**config.mk**
```make
export PLATFORM = sky130hd
export DESIGN_NAME = nios2_oci_dct_trace_collector
export DESIGN_NICKNAME = d
export VERILOG_FILES = /design/src/rtl/nios2_oci_dct_pkg.sv /design/src/rtl/nios2_oci_dct_fifo.sv /design/src/rtl/nios2_oci_dct_trace_collector.sv
export SDC_FILE = /design/constraint.sdc
export NUM_CORES = 1
export LEC_CHECK = 0
export BUFFER_PORTS_ARGS = -buffer_cell sky130_fd_sc_hd__buf_2
export CAP_MARGIN = 10
export CORE_UTILIZATION = 45
export DETAILED_ROUTE_END_ITERATION = 8
export SLEW_MARGIN = 10
export SYNTH_ARGS = -nofsm -noshare
export SYNTH_HDL_FRONTEND = slang
export SYNTH_HIERARCHICAL = 1
export SYNTH_SLANG_ARGS = --single-unit
```
**constraint.sdc**
```tcl
create_clock -name clk -period 3.2 [get_ports clk]
set_input_delay 0 -clock clk [delete_from_list [all_inputs] [get_ports clk]]
set_output_delay 0 -clock clk [all_outputs]
set_load 0.005 [all_outputs]
```
**src/rtl/nios2_oci_dct_pkg.sv**
```systemverilog
// Shared types and helpers for the OCI DCT trace collector.
// Entry layout is {dct_count, dct_buffer}, optionally prefixed by a timestamp.
package nios2_oci_dct_pkg;

  localparam int DCT_W_DEF   = 30;
  localparam int CNT_W_DEF   = 4;
  localparam int ENTRY_MAX_W = 128;

  typedef enum logic [1:0] {
    IDLE    = 2'd0,
    CAPTURE = 2'd1,
    DRAIN   = 2'd2,
    DONE    = 2'd3
  } dct_state_t;

  // Widths are supplied at the call site so one helper serves every parameterisation.
  function automatic logic [ENTRY_MAX_W-1:0] pack_entry(
    input logic [ENTRY_MAX_W-1:0] count,
    input logic [ENTRY_MAX_W-1:0] word,
    input int                     word_w
  );
    return (count << word_w) | word;
  endfunction

endpackage

```
**src/rtl/nios2_oci_dct_fifo.sv**
```systemverilog
// First-word-fall-through circular FIFO with registered occupancy and head-valid.
// Callers must not push when full without a same-cycle pop, nor pop when empty.
module nios2_oci_dct_fifo #(
  parameter int W     = 34,
  parameter int DEPTH = 16
) (
  input  logic                     clk,
  input  logic                     reset_n,
  input  logic                     push,
  input  logic                     pop,
  input  logic [W-1:0]             push_data,
  output logic [W-1:0]             head_data,
  output logic                     head_valid,
  output logic [$clog2(DEPTH):0]   level
);

  localparam int AW    = $clog2(DEPTH);
  localparam int LVL_W = AW + 1;

  logic [W-1:0]     mem_r [DEPTH];
  logic [AW-1:0]    wr_ptr_r;
  logic [AW-1:0]    rd_ptr_r;
  logic [LVL_W-1:0] level_r;
  logic [LVL_W-1:0] level_next_s;
  logic             valid_r;

  // Occupancy after this cycle's push/pop.
  always_comb begin
    level_next_s = level_r;
    case ({push, pop})
      2'b10:   level_next_s = level_r + LVL_W'(1);
      2'b01:   level_next_s = level_r - LVL_W'(1);
      default: level_next_s = level_r;
    endcase
  end

  // Pointers, occupancy and head-valid; pointers wrap naturally at power-of-two depth.
  always_ff @(posedge clk or negedge reset_n) begin
    if (!reset_n) begin
      wr_ptr_r <= AW'(0);
      rd_ptr_r <= AW'(0);
      level_r  <= LVL_W'(0);
      valid_r  <= 1'b0;
    end else begin
      if (push) begin
        wr_ptr_r <= wr_ptr_r + AW'(1);
      end
      if (pop) begin
        rd_ptr_r <= rd_ptr_r + AW'(1);
      end
      level_r <= level_next_s;
      valid_r <= (level_next_s != LVL_W'(0));
    end
  end

  // Storage; contents are don't-care until written, so no reset.
  always_ff @(posedge clk) begin
    if (push) begin
      mem_r[wr_ptr_r] <= push_data;
    end
  end

  assign head_data  = mem_r[rd_ptr_r];
  assign head_valid = valid_r;
  assign level      = level_r;

endmodule

```
**src/rtl/nios2_oci_dct_trace_collector.sv**
```systemverilog
// OCI DCT trace sink: captures tagged trace words into a FWFT FIFO and sequences end-of-test drain.
// Optional build macro DCT_TIMESTAMP_EN adds a free-running timestamp stored with each entry (out_ts).
module nios2_oci_dct_trace_collector
  import nios2_oci_dct_pkg::*;
#(
  parameter int DCT_W  = DCT_W_DEF,
  parameter int CNT_W  = CNT_W_DEF,
  parameter int DEPTH  = 16,
  parameter int DROP_W = 16
`ifdef DCT_TIMESTAMP_EN
  , parameter int TS_W = 16
`endif
) (
  input  logic                       clk,
  input  logic                       reset_n,
  input  logic                       capture_en,
  input  logic [DCT_W-1:0]           dct_buffer,
  input  logic [CNT_W-1:0]           dct_count,
  input  logic                       dct_valid,
  input  logic                       test_ending,
  output logic [DCT_W+CNT_W-1:0]     out_data,
  output logic                       out_valid,
  input  logic                       out_ready,
  output logic [$clog2(DEPTH):0]     level,
  output logic                       overflow,
  output logic [DROP_W-1:0]          drop_count,
  output logic                       test_has_ended,
`ifdef DCT_TIMESTAMP_EN
  output logic [TS_W-1:0]            out_ts,
`endif
  output logic [1:0]                 state
);

  localparam int LVL_W   = $clog2(DEPTH) + 1;
  localparam int ENTRY_W = DCT_W + CNT_W;
`ifdef DCT_TIMESTAMP_EN
  localparam int FIFO_W  = ENTRY_W + TS_W;
`else
  localparam int FIFO_W  = ENTRY_W;
`endif

  dct_state_t        state_r;
  dct_state_t        state_next_s;
  logic              ended_r;
  logic              overflow_r;
  logic [DROP_W-1:0] drop_count_r;

  logic              capture_s;
  logic              pop_s;
  logic              push_req_s;
  logic              push_s;
  logic              drop_s;
  logic              full_s;
  logic              empty_s;
  logic              drain_empty_s;

  logic [LVL_W-1:0]  fifo_level_s;
  logic              fifo_valid_s;
  logic [FIFO_W-1:0] fifo_head_s;
  logic [FIFO_W-1:0] fifo_wdata_s;
  logic [ENTRY_W-1:0] entry_s;

  assign full_s        = (fifo_level_s == LVL_W'(DEPTH));
  assign empty_s       = (fifo_level_s == LVL_W'(0));
  assign pop_s         = fifo_valid_s & out_ready;
  // Nothing is pushed outside CAPTURE, so in DRAIN only the pop can change the level.
  assign drain_empty_s = empty_s | ((fifo_level_s == LVL_W'(1)) & pop_s);

  // Next-state logic of the capture/drain sequencer.
  always_comb begin
    state_next_s = state_r;
    case (state_r)
      IDLE: begin
        if (test_ending) begin
          if (empty_s) begin
            state_next_s = DONE;
          end else begin
            state_next_s = IDLE;
          end
        end else if (capture_en) begin
          state_next_s = CAPTURE;
        end else begin
          state_next_s = IDLE;
        end
      end
      CAPTURE: begin
        if (test_ending) begin
          state_next_s = DRAIN;
        end else if (!capture_en) begin
          state_next_s = IDLE;
        end else begin
          state_next_s = CAPTURE;
        end
      end
      DRAIN: begin
        if (drain_empty_s) begin
          state_next_s = DONE;
        end else begin
          state_next_s = DRAIN;
        end
      end
      DONE: begin
        if (!capture_en) begin
          state_next_s = IDLE;
        end else begin
          state_next_s = DONE;
        end
      end
      default: state_next_s = IDLE;
    endcase
  end

  // State-decoded controls.
  always_comb begin
    capture_s = 1'b0;
    case (state_r)
      CAPTURE: capture_s = 1'b1;
      default: capture_s = 1'b0;
    endcase
  end

  assign push_req_s = capture_s & dct_valid & (dct_count != CNT_W'(0));
  assign push_s     = push_req_s & (~full_s | pop_s);
  assign drop_s     = push_req_s & ~push_s;

  assign entry_s = ENTRY_W'(pack_entry(ENTRY_MAX_W'(dct_count), ENTRY_MAX_W'(dct_buffer), DCT_W));

  // State register and registered end-of-test flag.
  always_ff @(posedge clk or negedge reset_n) begin
    if (!reset_n) begin
      state_r <= IDLE;
      ended_r <= 1'b0;
    end else begin
      state_r <= state_next_s;
      ended_r <= (state_next_s == DONE);
    end
  end

  // Drop accounting: sticky overflow and a saturating counter.
  always_ff @(posedge clk or negedge reset_n) begin
    if (!reset_n) begin
      overflow_r   <= 1'b0;
      drop_count_r <= DROP_W'(0);
    end else if (drop_s) begin
      overflow_r <= 1'b1;
      if (drop_count_r != {DROP_W{1'b1}}) begin
        drop_count_r <= drop_count_r + DROP_W'(1);
      end
    end
  end

`ifdef DCT_TIMESTAMP_EN
  logic [TS_W-1:0] ts_r;

  // Free-running timestamp, wraps.
  always_ff @(posedge clk or negedge reset_n) begin
    if (!reset_n) begin
      ts_r <= TS_W'(0);
    end else begin
      ts_r <= ts_r + TS_W'(1);
    end
  end

  assign fifo_wdata_s = {ts_r, entry_s};
  assign out_ts       = fifo_head_s[FIFO_W-1:ENTRY_W];
  assign out_data     = fifo_head_s[ENTRY_W-1:0];
`else
  assign fifo_wdata_s = entry_s;
  assign out_data     = fifo_head_s;
`endif

  nios2_oci_dct_fifo #(
    .W     (FIFO_W),
    .DEPTH (DEPTH)
  ) u_fifo (
    .clk        (clk),
    .reset_n    (reset_n),
    .push       (push_s),
    .pop        (pop_s),
    .push_data  (fifo_wdata_s),
    .head_data  (fifo_head_s),
    .head_valid (fifo_valid_s),
    .level      (fifo_level_s)
  );

  assign out_valid      = fifo_valid_s;
  assign level          = fifo_level_s;
  assign overflow       = overflow_r;
  assign drop_count     = drop_count_r;
  assign test_has_ended = ended_r;
  assign state          = state_r;

endmodule

```
==> metrics.md, run 1 <==
| Metric | Value |
|---|---|
| Status | `completed` |
| Final wirelength | `45.8 mm` |
| Syn-to-layout area delta | `17.2%` |
| Hold slack | `20.4 ps` |
| Final setup vio count | `0` |
| Layout cell share with drive strength beyond 1 | `33.7%` |
| Clk_skew | `29.7 ps` |
| Placement Cell Area | `24000 sq um` |
| Placed wire-length estimate | `24.6 mm` |
| Setup TNS | `0 ps` |
| Register area share after synthesis | `76.6%` |
| Synth Net Count | `974` |
| Area contributors post-synth | `edfxtp_1 (73%), mux4_2 (14%), mux4_1 (4.0%)` |
| GRT overflow | `0` |
| Critical path's largest stage delay | `620 ps` |
| Slew of the pin with the lowest slew margin | `976 ps` |
| Post-synth EDFFs | `544` |
| Sw frac | `26.7%` |
| Global-route wire length before repair | `69.5 mm` |
| Die area | `50700 sq um` |
| Register share of total power | `43.7%` |
| Cells after Synth | `925` |
| Synth cell types | `46` |
| Latest clock arrival within the worst-skew pair | `620 ps` |
| Vias in the first global route | `11000` |
| Gr usage total | `18.8%` |
| Synth Cell Area | `22400 sq um` |
| Clock group share of total power | `31.5%` |
| Comb pwr share | `24.8%` |
| Post-route clock period utilization | `95.3%` |
| Final Util | `53.6%` |
| WP buf/inv | `1` |
| Vias | `10300` |
| R2R Path End | `u_fifo/head_valid$_DFF_PN0_` |
| CP Cell Sequence | `or3_4 > nor2b_4 > inv_2 > ha_1 > xor2_1 > ha_1 > o21ai_1 > nand3b_1 > a211oi_2 > xor2_1 > or4b_2` |
| RSZ-0062 raised after global routing | `no` |
| Worst R2R Start | `state[1]$_DFF_PN0_` |
| Worst Slack Setup Final | `150 ps` |
| Crit path launch type | `flop` |
| Initial Util | `45.7%` |
| Most used DFF post-synth | `edfxtp_1` |
| Clock root buffer | `clkbuf_16` |
| Crit end category | `flop` |
| CTS max path bufs | `3` |
| H-tree depth | `2` |
| Top-Level Pins | `100` |
| F_max | `0.328 GHz` |
| CTS buffer count | `58` |
| # port buffers | `99` |
| Cell family with most CP delay | `simple AND/OR/NAND/NOR gates` |
| Max-slew violations | `0` |
| Drt pass-1 iters | `5` |
| P_sw | `5.53 mW` |
| Synth top area share | `72.8%` |
| Peak supply drop | `0.580 mV` |
| Row count | `81` |
| Die width | `225 um` |
| Initial DRC Count | `847` |
| Largest area contributor in the netlist | `edfxtp_1` |
| Post-synth ARST share | `5.88%` |
| Height of the chip | `225 um` |
| Synth cell count leaders | `edfxtp_1 (544), mux4_2 (136), dfrtp_1 (34), mux4_1 (34), clkbuf_1 (21)` |
| Post-synthesis register bit count | `578` |
| Routed Antenna Nets | `0` |
| Crit path max fanout | `5` |
| Largest net degree at the start of global routing | `46` |
| R2R Setup Slk | `150 ps` |
| Hold Fails Final Rpt | `0` |
| CTS tree | `done` |
| Clk sinks | `578` |
| WP data arrival | `3500 ps` |
| Worst reg2reg path depth | `11` |
| Tmin final | `3050 ps` |
| Rel. slew slack | `35.0%` |
| Post-CTS Setup Bufs | `0` |
| GP Congestion | `0.719` |
| Wire per inst | `25.0 um` |
| WS Path Type | `flop to flop` |
| Required time of the critical path | `3650 ps` |
| Worst slack at placement | `37.0 ps` |
| Nets@finish | `1174` |
| PD cells | `788 nW/um^2` |
| Fin area | `26300 sq um` |
| Clock-pin slew on the worst setup and hold paths | `60 ps` |
| Initial antenna violation count | `2` |
| HP Class | `primary input to asynchronous set/reset pin` |
| Final Power | `20.7 mW` |
| Layout Cells excl Fill | `1835` |
| Most frequent cell after synthesis | `edfxtp_1` |
| Ys Warns | `6` |
| # DRC | `0` |
| Vias/cell | `5.60` |
| Placed cells | `1688` |
| Fillers | `3813` |
| Core ar. | `49100 sq um` |
| Slowest cell on crit path | `or4b_2` |
| P_int | `15.2 mW` |
| Lkg Pwr | `8.72 nW` |
| Avg Inst Size Synth | `24.3 sq um` |
| Maxcap violations | `0` |
## cell type report
class,instances,area [sq um],area share [%]
flip-flops and latches,578,17200,65.4
well taps,664,831,3.16
clock inverters,34,329,1.25
clock buffers,71,1500,5.70
diodes,1,2.50,0.00952
inverters,5,18.8,0.0714
multi-input cells,300,4970,18.9
repair buffers,182,1450,5.50
## cells in the final DEF (no fill, tap or decap), types with 4 or more instances in the layout
cell type      count
edfxtp_1         544
mux4_2           136
buf_2             99
clkbuf_16         58
dlygate4sd3_1     41
mux4_1            34
dfrtp_1           28
buf_4             24
xnor2_1           18
buf_12            18
and2_2            16
nand2_1           13
clkbuf_1          13
clkinv_1          13
nand4_1           10
clkinv_2          10
xor2_1             9
ha_1               9
nor2_1             6
nand3_1            5
bufinv_16          5
inv_1              4
mux2_2             4
## sequential cells by signal, summed over array words and instances, names as in the netlist
| register | count |
|---|---|
| state | 2 |
| u_fifo/wr_ptr_r | 4 |
| test_has_ended | 1 |
| overflow | 1 |
| u_fifo/rd_ptr_r | 4 |
| u_fifo/mem_r | 544 |
| drop_count | 16 |
| u_fifo/level | 5 |
| u_fifo/head_valid | 1 |
## layer usage
metal,up-vias,GRT usage [%],wire length (um)
li1,4380,-,-
met1,5581,26.6,20500
met2,247,30.5,22400
met3,60,3.56,2160
met4,2,4.45,704
met5,-,0,11
## power by group through the flow
stage | Combinational, mW | Clock [mW] | Sequential (mW)
global route | 5.54 | 6.97 | 9.10
detailed placement | 5.19 | 0 | 9.22
floorplan | 3.84 | 0 | 8.83
finish | 5.14 | 6.54 | 9.05
global placement | 5.18 | 0 | 9.20
CTS | 5.26 | 6.68 | 9.06
## kinds of logic (layout without fill, tap and decap cells)
logic type / count (synthesis) / in the layout / synth area share, %
DFF: 578 / 578 / 76.6
buffers and inverters: 47 / 292 / 1.37
adders and majority gates: 9 / 9 / 0.502
muxes: 174 / 174 / 17.8
other: 0 / 1 / 0
and+or+nand+nor: 77 / 77 / 2.15
xor gates and xnor gates: 27 / 27 / 1.05
AOI/OAI and AO/OA: 13 / 13 / 0.469
## how the worst max path moves through the flow
stage                                  start                           to  slack, ps  cells past startpoint
after detailed placement        dct_count[0]  u_fifo/head_valid$_DFF_PN0_         40                     13
after global routing      state[1]$_DFF_PN0_  u_fifo/head_valid$_DFF_PN0_         20                     11
after floorplan           state[1]$_DFF_PN0_  u_fifo/head_valid$_DFF_PN0_         10                     13
after CTS                 state[1]$_DFF_PN0_  u_fifo/head_valid$_DFF_PN0_         40                     11
after global placement          dct_count[1]  u_fifo/head_valid$_DFF_PN0_        160                     13
final                     state[1]$_DFF_PN0_  u_fifo/head_valid$_DFF_PN0_        150                     11
## what timing repair did
item | 4_1_cts | 5_1_grt
endpoints found under the setup margin | 0 | 1
endpoints found under the hold margin | 601 | 0
hold buffers | 41 | 0
gates resized for setup | 0 | 4
No activity file was read; power rests on OpenSTA's default activity.
==> run 2: changes to the inputs <==
BUFFER_PORTS_ARGS = -buffer_cell sky130_fd_sc_hd__clkbuf_2   (was -buffer_cell sky130_fd_sc_hd__buf_2)
CORE_UTILIZATION = 40   (was 45)
==> run 2 against run 1 <==
  * Register-to-register slack gained 30 ps
  * Die area grew 12%
  * Global-route usage shrank 2.1 points
  * Combinational power grew 2%
  * Critical path type unchanged
  * Largest power group unchanged
  * First-iteration DRC count shrank 18%
  * Sequential power is essentially flat
  * Cell area grew 1.4%
==> metrics.md, run 2 (synthesized netlist as in run 1, its figures left out) <==
| Metric | Value |
|---|---|
| Status | `completed (unchanged)` |
| Clock-pin slew on the worst setup and hold paths | `60 ps (about the same)` |
| HP Class | `primary input to asynchronous set/reset pin (unchanged)` |
| CTS tree | `done (unchanged)` |
| PD cells | `794 nW/um^2 (was 788 nW/um^2)` |
| F_max | `0.331 GHz (was 0.328 GHz)` |
| CP Cell Sequence | `nor4_4 > nand3b_4 > nor2b_2 > inv_2 > ha_2 > xor2_1 > ha_1 > o21ai_1 > nand3b_1 > a211oi_2 > xor2_1 > or4b_2 (was or3_4 > nor2b_4 > inv_2 > ha_1 > xor2_1 > ha_1 > o21ai_1 > nand3b_1 > a211oi_2 > xor2_1 > or4b_2)` |
| Required time of the critical path | `3660 ps (was 3650 ps)` |
| WS Path Type | `flop to flop (unchanged)` |
| Tmin final | `3020 ps (was 3050 ps)` |
| Peak supply drop | `0.504 mV (was 0.580 mV)` |
| Final setup vio count | `0 (unchanged)` |
| H-tree depth | `2 (unchanged)` |
| P_sw | `5.61 mW (was 5.53 mW)` |
| Largest register FFs | `544 (unchanged)` |
| Clock root buffer | `clkbuf_16 (unchanged)` |
| Nets@finish | `1187 (was 1174)` |
| Wire per inst | `23.9 um (was 25.0 um)` |
| R2R Setup Slk | `180 ps (was 150 ps)` |
| Critical path's largest stage delay | `620 ps (about the same)` |
| Crit path launch type | `flop (unchanged)` |
| GRT overflow | `0 (unchanged)` |
| WP data arrival | `3490 ps (was 3500 ps)` |
| Fillers | `4429 (was 3813)` |
| Top reg by flops | `u_fifo/mem_r (unchanged)` |
| Commonest non-fill, non-tap cell in the layout | `edfxtp_1 (unchanged)` |
| Final Util | `48.3% (was 53.6%)` |
| Most used cell along the critical path | `xor2_1` |
| Comb pwr share | `24.7% (was 24.8%)` |
| # DRC | `0 (unchanged)` |
| Slowest cell on crit path | `or4b_2 (unchanged)` |
| Latest clock arrival within the worst-skew pair | `610 ps (was 620 ps)` |
| Post-route clock period utilization | `94.5% (was 95.3%)` |
| Vias in the first global route | `10800 (was 11000)` |
| CP startpoint | `u_fifo/level[3]$_DFF_PN0_ (was state[1]$_DFF_PN0_)` |
| Crit. path cell count | `12 (was 11)` |
| Clk_skew | `11.5 ps (was 29.7 ps)` |
| Final wirelength | `46.3 mm (was 45.8 mm)` |
| Crit end category | `flop (unchanged)` |
| Largest net degree at the start of global routing | `43 (was 46)` |
| Worst reg2reg path depth | `12 (was 11)` |
| Gr usage total | `16.7% (was 18.8%)` |
| CTS buffer count | `59 (was 58)` |
| Initial DRC Count | `694 (was 847)` |
| RSZ-0062 raised after global routing | `no (unchanged)` |
| Routed Antenna Nets | `0 (unchanged)` |
| Initial Util | `40.6% (was 45.7%)` |
| Layout cell share with drive strength beyond 1 | `34.9% (was 33.7%)` |
| Top-Level Pins | `100 (unchanged)` |
| Syn-to-layout area delta | `18.9% (was 17.2%)` |
| Drt pass-1 iters | `4 (was 5)` |
| Maxcap violations | `0 (unchanged)` |
| Clk sinks | `578 (unchanged)` |
| Crit path max fanout | `5 (unchanged)` |
| WP buf/inv | `1 (unchanged)` |
| Vias | `10200 (was 10300)` |
| GP Congestion | `0.702 (was 0.719)` |
| Register share of total power | `42.6% (was 43.7%)` |
| Global-route wire length before repair | `69.6 mm (was 69.5 mm)` |
| Slew of the pin with the lowest slew margin | `884 ps (was 976 ps)` |
| CTS max path bufs | `3 (unchanged)` |
| Clock group share of total power | `32.7% (was 31.5%)` |
| Commonest cells after routing, fill and taps aside | `edfxtp_1 (544), mux4_2 (136), clkbuf_2 (99) (was edfxtp_1 (544), mux4_2 (136), buf_2 (99))` |
| Rel. slew slack | `41.0% (was 35.0%)` |
| Core ar. | `55200 sq um (was 49100 sq um)` |
| Hold Fails Final Rpt | `0 (unchanged)` |
| Worst R2R Start | `u_fifo/level[3]$_DFF_PN0_ (was state[1]$_DFF_PN0_)` |
| P_int | `15.6 mW (was 15.2 mW)` |
| Vias/cell | `5.27 (was 5.60)` |
| # port buffers | `99 (unchanged)` |
| Sw frac | `26.5% (was 26.7%)` |
| Die area | `57000 sq um (was 50700 sq um)` |
| Cell family with most CP delay | `simple AND/OR/NAND/NOR gates (unchanged)` |
| Lkg Pwr | `8.84 nW (was 8.72 nW)` |
| Setup TNS | `0 ps (unchanged)` |
| Max-slew violations | `0 (unchanged)` |
| Placed wire-length estimate | `25.4 mm (was 24.6 mm)` |
| R2R Path End | `u_fifo/head_valid$_DFF_PN0_ (unchanged)` |
| Height of the chip | `239 um (was 225 um)` |
| Die width | `239 um (was 225 um)` |
| Initial antenna violation count | `1 (was 2)` |
| Row count | `86 (was 81)` |
| N_diodes | `0 (was 1)` |
run 2: area by class of cell:
cell class,instances,area (sq um),share of cell area (%)
Clock buffer,64,1500,5.61
Tap cell,748,936,3.51
Multi-Input combinational cell,300,4970,18.6
Timing Repair Buffer,194,1600,6.00
Sequential cell,578,17200,64.5
Inverter,5,18.8,0.0704
Clock inverter,44,454,1.70
run 2: routing by layer:
layer  track usage, %  vias up  wire length (um)  part of all wire [%]
met1             23.4     5467             20700                    45
li1                 -     4417                 -                     -
met4             3.57        2               651                   1.4
met5                0        -                13                 0.028
met2             26.7      249             22300                    48
met3             3.94       50              2630                   5.7
run 2: power by group through the flow:
stage | sequential [mW] | clock (mW) | combinational (mW)
4_1_cts | 9.04 | 7.09 | 5.33
3_3_place_gp | 9.18 | 0 | 5.23
6_report | 9.02 | 6.92 | 5.22
5_1_grt | 9.07 | 7.38 | 5.66
3_5_place_dp | 9.20 | 0 | 5.26
2_1_floorplan | 8.83 | 0 | 3.84
run 2: timing repair:
| item | CTS | global route |
|---|---|---|
| setup buffers | 0 | 3 |
| hold buffers | 42 | 0 |
| setup endpoints to repair | 0 | 1 |
| endpoints found under the hold margin | 602 | 0 |
| gates resized for setup | 0 | 5 |
run 2: through the flow:
stage | hold slack, ps | power [mW] | std cells | worst slack (ps) | instance area [sq um]
3_5_place_dp | 172 | 14.5 | 1780 | 112 | 24300
3_3_place_gp | 150 | 14.4 | 1780 | 167 | 24300
4_1_cts | 40.1 | 21.5 | 1930 | 75.1 | 26600
6_report | 46.4 | 21.2 | 1933 | 177 | 26700
5_1_grt | 121 | 22.1 | 1933 | 27.9 | 26700
2_1_floorplan | -296 | 12.7 | 925 | 13.4 | 22400
run 2: how the worst max path moves through the flow:
stage / to
after floorplan: u_fifo/head_valid$_DFF_PN0_
after global placement: u_fifo/head_valid$_DFF_PN0_
after detailed placement: u_fifo/head_valid$_DFF_PN0_
after CTS: u_fifo/head_valid$_DFF_PN0_
after global routing: u_fifo/head_valid$_DFF_PN0_
final: u_fifo/head_valid$_DFF_PN0_
==> run 3: changes to the inputs <==
SYNTH_HIERARCHICAL = default   (was 1)
==> run 3 against run 2 <==
  * Core utilization down 0.42 points
  * Die area down 0.59%
  * Count of clock-buffer cells in the layout up 3
  * Maximum frequency up 10%
  * Global-route usage down 0.32 points
  * Critical endpoint is now out_data[20]
  * Largest power group unchanged
==> metrics.md, run 3 <==
| Metric | Value |
|---|---|
| Status | `completed (unchanged)` |
| Hold Fails Final Rpt | `0 (unchanged)` |
| Setup TNS | `0 ps (unchanged)` |
| Post-synth EDFFs | `544 (unchanged)` |
| Commonest cells after routing, fill and taps aside | `edfxtp_1 (544), mux4_2 (170), clkbuf_2 (99) (was edfxtp_1 (544), mux4_2 (136), clkbuf_2 (99))` |
| Final setup vio count | `0 (unchanged)` |
| Max-slew violations | `0 (unchanged)` |
| Crit end category | `output port (was flop)` |
| Routed Antenna Nets | `0 (unchanged)` |
| PD cells | `786 nW/um^2 (was 794 nW/um^2)` |
| Hold slack | `43.7 ps (was 46.4 ps)` |
| Final wirelength | `45.0 mm (was 46.3 mm)` |
| Height of the chip | `238 um (was 239 um)` |
| Crit path max fanout | `29 (was 5)` |
| Vias/cell | `5.25 (was 5.27)` |
| Top-Level Pins | `100 (unchanged)` |
| Lkg Pwr | `8.57 nW (was 8.84 nW)` |
| Post-synth ARST share | `5.88% (unchanged)` |
| H-tree depth | `2 (unchanged)` |
| Initial Util | `40.5% (was 40.6%)` |
| Core ar. | `55100 sq um (was 55200 sq um)` |
| P_sw | `5.57 mW (was 5.61 mW)` |
| F_max | `0.364 GHz (was 0.331 GHz)` |
| Row count | `86 (unchanged)` |
| Latest clock arrival within the worst-skew pair | `600 ps (was 610 ps)` |
| Largest net degree at the start of global routing | `52 (was 43)` |
| WP buf/inv | `2 (was 1)` |
| Rel. slew slack | `39.0% (was 41.0%)` |
| WS Path Type | `flop to output port (was flop to flop)` |
| N_diodes | `0 (unchanged)` |
| Global-route wire length before repair | `69.2 mm (was 69.6 mm)` |
| Largest area contributor in the netlist | `edfxtp_1 (unchanged)` |
| Syn-to-layout area delta | `18.4% (was 18.9%)` |
| Clock group share of total power | `32.2% (was 32.7%)` |
| Synth Net Count | `1007 (was 974)` |
| Commonest non-fill, non-tap cell in the layout | `edfxtp_1 (unchanged)` |
| GRT overflow | `0 (unchanged)` |
| Post-synthesis register bit count | `578 (unchanged)` |
| Fin area | `26400 sq um (was 26700 sq um)` |
| Vias | `10200 (about the same)` |
| HP Class | `primary input to asynchronous set/reset pin (unchanged)` |
| Worst reg2reg path depth | `10 (was 12)` |
| Initial antenna violation count | `0 (was 1)` |
| Peak supply drop | `0.444 mV (was 0.504 mV)` |
| Clock-pin slew on the worst setup and hold paths | `60 ps (about the same)` |
| Crit path launch type | `flop (unchanged)` |
| # port buffers | `99 (unchanged)` |
| Gr usage total | `16.4% (was 16.7%)` |
| Synth cell count leaders | `edfxtp_1 (544), mux4_2 (170), dfrtp_1 (34) (was edfxtp_1 (544), mux4_2 (136), dfrtp_1 (34), mux4_1 (34), clkbuf_1 (21))` |
| Slew of the pin with the lowest slew margin | `915 ps (was 884 ps)` |
| Nets@finish | `1202 (was 1187)` |
| Slowest cell on crit path | `dfrtp_4 (was or4b_2)` |
| Cells after Synth | `955 (was 925)` |
| Synth Cell Area | `22300 sq um (was 22400 sq um)` |
| P_int | `15.2 mW (was 15.6 mW)` |
| Synth top area share | `73.3% (was 72.8%)` |
| Register share of total power | `43.3% (was 42.6%)` |
| Critical path's largest stage delay | `750 ps (was 620 ps)` |
| Maxcap violations | `0 (unchanged)` |
| Most frequent cell after synthesis | `edfxtp_1 (unchanged)` |
| CP Cell Sequence | `buf_4 > mux4_2 > mux4_2 > clkbuf_2 (was nor4_4 > nand3b_4 > nor2b_2 > inv_2 > ha_2 > xor2_1 > ha_1 > o21ai_1 > nand3b_1 > a211oi_2 > xor2_1 > or4b_2)` |
| GP Congestion | `0.756 (was 0.702)` |
| Register area share after synthesis | `77.1% (was 76.6%)` |
| RSZ-0062 raised after global routing | `no (unchanged)` |
| R2R Setup Slk | `500 ps (was 180 ps)` |
| CTS buffer count | `58 (was 59)` |
| Initial DRC Count | `741 (was 694)` |
| Final Util | `47.9% (was 48.3%)` |
| Clock root buffer | `clkbuf_16 (unchanged)` |
| Most used DFF post-synth | `edfxtp_1 (unchanged)` |
| R2R Path End | `u_fifo.head_valid$_DFF_PN0_ (was u_fifo/head_valid$_DFF_PN0_)` |
| Area contributors post-synth | `edfxtp_1 (73%), mux4_2 (17%), dfrtp_1 (3.8%) (was edfxtp_1 (73%), mux4_2 (14%), mux4_1 (4.0%))` |
| Clk_skew | `11.4 ps (was 11.5 ps)` |
| Sw frac | `26.9% (was 26.5%)` |
| CTS max path bufs | `3 (unchanged)` |
| Final Power | `20.7 mW (was 21.2 mW)` |
| Most used cell along the critical path | `mux4_2 (was xor2_1)` |
| Fillers | `4483 (was 4429)` |
| Placement Cell Area | `24100 sq um (was 24300 sq um)` |
| Post-route clock period utilization | `85.9% (was 94.5%)` |
| Avg Inst Size Synth | `23.3 sq um (was 24.3 sq um)` |
| Layout cell share with drive strength beyond 1 | `35.3% (was 34.9%)` |
| WP data arrival | `2750 ps (was 3490 ps)` |
| CTS tree | `done (unchanged)` |
| Drt pass-1 iters | `4 (unchanged)` |
| Placed wire-length estimate | `26.6 mm (was 25.4 mm)` |
| Comb pwr share | `24.5% (was 24.7%)` |
| # DRC | `0 (unchanged)` |
| Wire per inst | `23.2 um (was 23.9 um)` |
| Die area | `56700 sq um (was 57000 sq um)` |
| Top reg by flops | `u_fifo.mem_r (was u_fifo/mem_r)` |
| Largest register FFs | `544 (unchanged)` |
| Clk sinks | `578 (unchanged)` |
| Synth cell types | `41 (was 46)` |
| Vias in the first global route | `10900 (was 10800)` |
| Die width | `238 um (was 239 um)` |
| Ys Warns | `0 (was 6)` |
| Required time of the critical path | `3200 ps (was 3660 ps)` |
| Worst R2R Start | `u_fifo.level[0]$_DFF_PN0_ (was u_fifo/level[3]$_DFF_PN0_)` |
| Cell family with most CP delay | `multiplexers (was simple AND/OR/NAND/NOR gates)` |
| Tmin final | `2750 ps (was 3020 ps)` |
run 3: cell count changes in the layout (fill, tap and decap cells not counted), moves of 5 or more:
cell,change
nor2_4,+5
inv_1,+10
a21oi_1,+5
and2_2,-16
nor4_4,+5
nor3_1,+5
nand2_1,+12
mux4_2,+34
mux4_1,-34
buf_12,-9
run 3: cell type report:
type / instances / area [sq um] / area share (%)
flip-flops and latches: 578 / 17200 / 65.2
multi-input cells: 316 / 4930 / 18.7
clock buffers: 67 / 1510 / 5.71
repair buffers: 180 / 1380 / 5.23
well taps: 748 / 936 / 3.55
clock inverters: 40 / 373 / 1.41
inverters: 16 / 65.1 / 0.247
run 3: worst max path at each step:
stage / cells past startpoint / to / start / slack, ps
final: 4 / out_data[20] / u_fifo.rd_ptr_r[1]$_DFFE_PN0N_ / 450
after global routing: 10 / u_fifo.head_valid$_DFF_PN0_ / u_fifo.level[0]$_DFF_PN0_ / 260
after CTS: 4 / out_data[23] / u_fifo.rd_ptr_r[1]$_DFFE_PN0N_ / 360
after detailed placement: 9 / u_fifo.head_valid$_DFF_PN0_ / u_fifo.level[0]$_DFF_PN0_ / 510
after global placement: 10 / u_fifo.head_valid$_DFF_PN0_ / u_fifo.level[0]$_DFF_PN0_ / 570
after floorplan: 6 / u_fifo.mem_r[5][0]$_DFFE_PP_ / state[1]$_DFF_PN0_ / -980
run 3: layer usage:
metal | share of wire [%] | GRT usage (%) | up-vias
met5 | 0 | 0 | -
met4 | 1.7 | 3.83 | 0
met3 | 4.6 | 3.03 | 59
met2 | 48 | 25.9 | 224
met1 | 46 | 23.8 | 5496
li1 | - | - | 4431
run 3: kinds of logic (layout without fill, tap and decap cells):
family          Yosys count  after routing  synth area share (%)
compound gates           19             19                 0.533
buf+inv                  61            303                  1.31
fa+ha+maj                12             12                 0.673
mux                     171            171                  17.2
simple gates             93             93                  2.36
xor+xnor                 21             21                 0.825
flops                   578            578                  77.1
run 3: worst register-to-register path, delay by kind of cell, from the launching register on:
kind                     cells  cell delay (ps)
AND/OR/NAND/NOR              4              950
adder cells (fa/ha/maj)      2              710
flip-flops                   1              480
buffers and inverters        2              230
AO/OA/AOI/OAI                2              200
run 3: power groups by stage:
stage          registers [mW]  logic, mW  clock network (mW)
6_report                 8.98       5.08                6.68
3_3_place_gp             9.13       5.18                   0
5_1_grt                  9.04       5.51                7.13
4_1_cts                  9.00       5.26                6.83
2_1_floorplan            8.71       3.75                   0
3_5_place_dp             9.16       5.18                   0
run 3: metrics by stage:
stage,instances,setup slack (ps)
2_1_floorplan,955,-978
3_3_place_gp,1797,572
3_5_place_dp,1797,515
4_1_cts,1945,358
5_1_grt,1945,256
6_report,1945,451
run 3: repair_timing:
item | in CTS | in global routing
endpoints found under the hold margin | 591 | 0
buffers inserted | 0 | 0
hold buffers | 41 | 0
gates resized for setup | 0 | 0
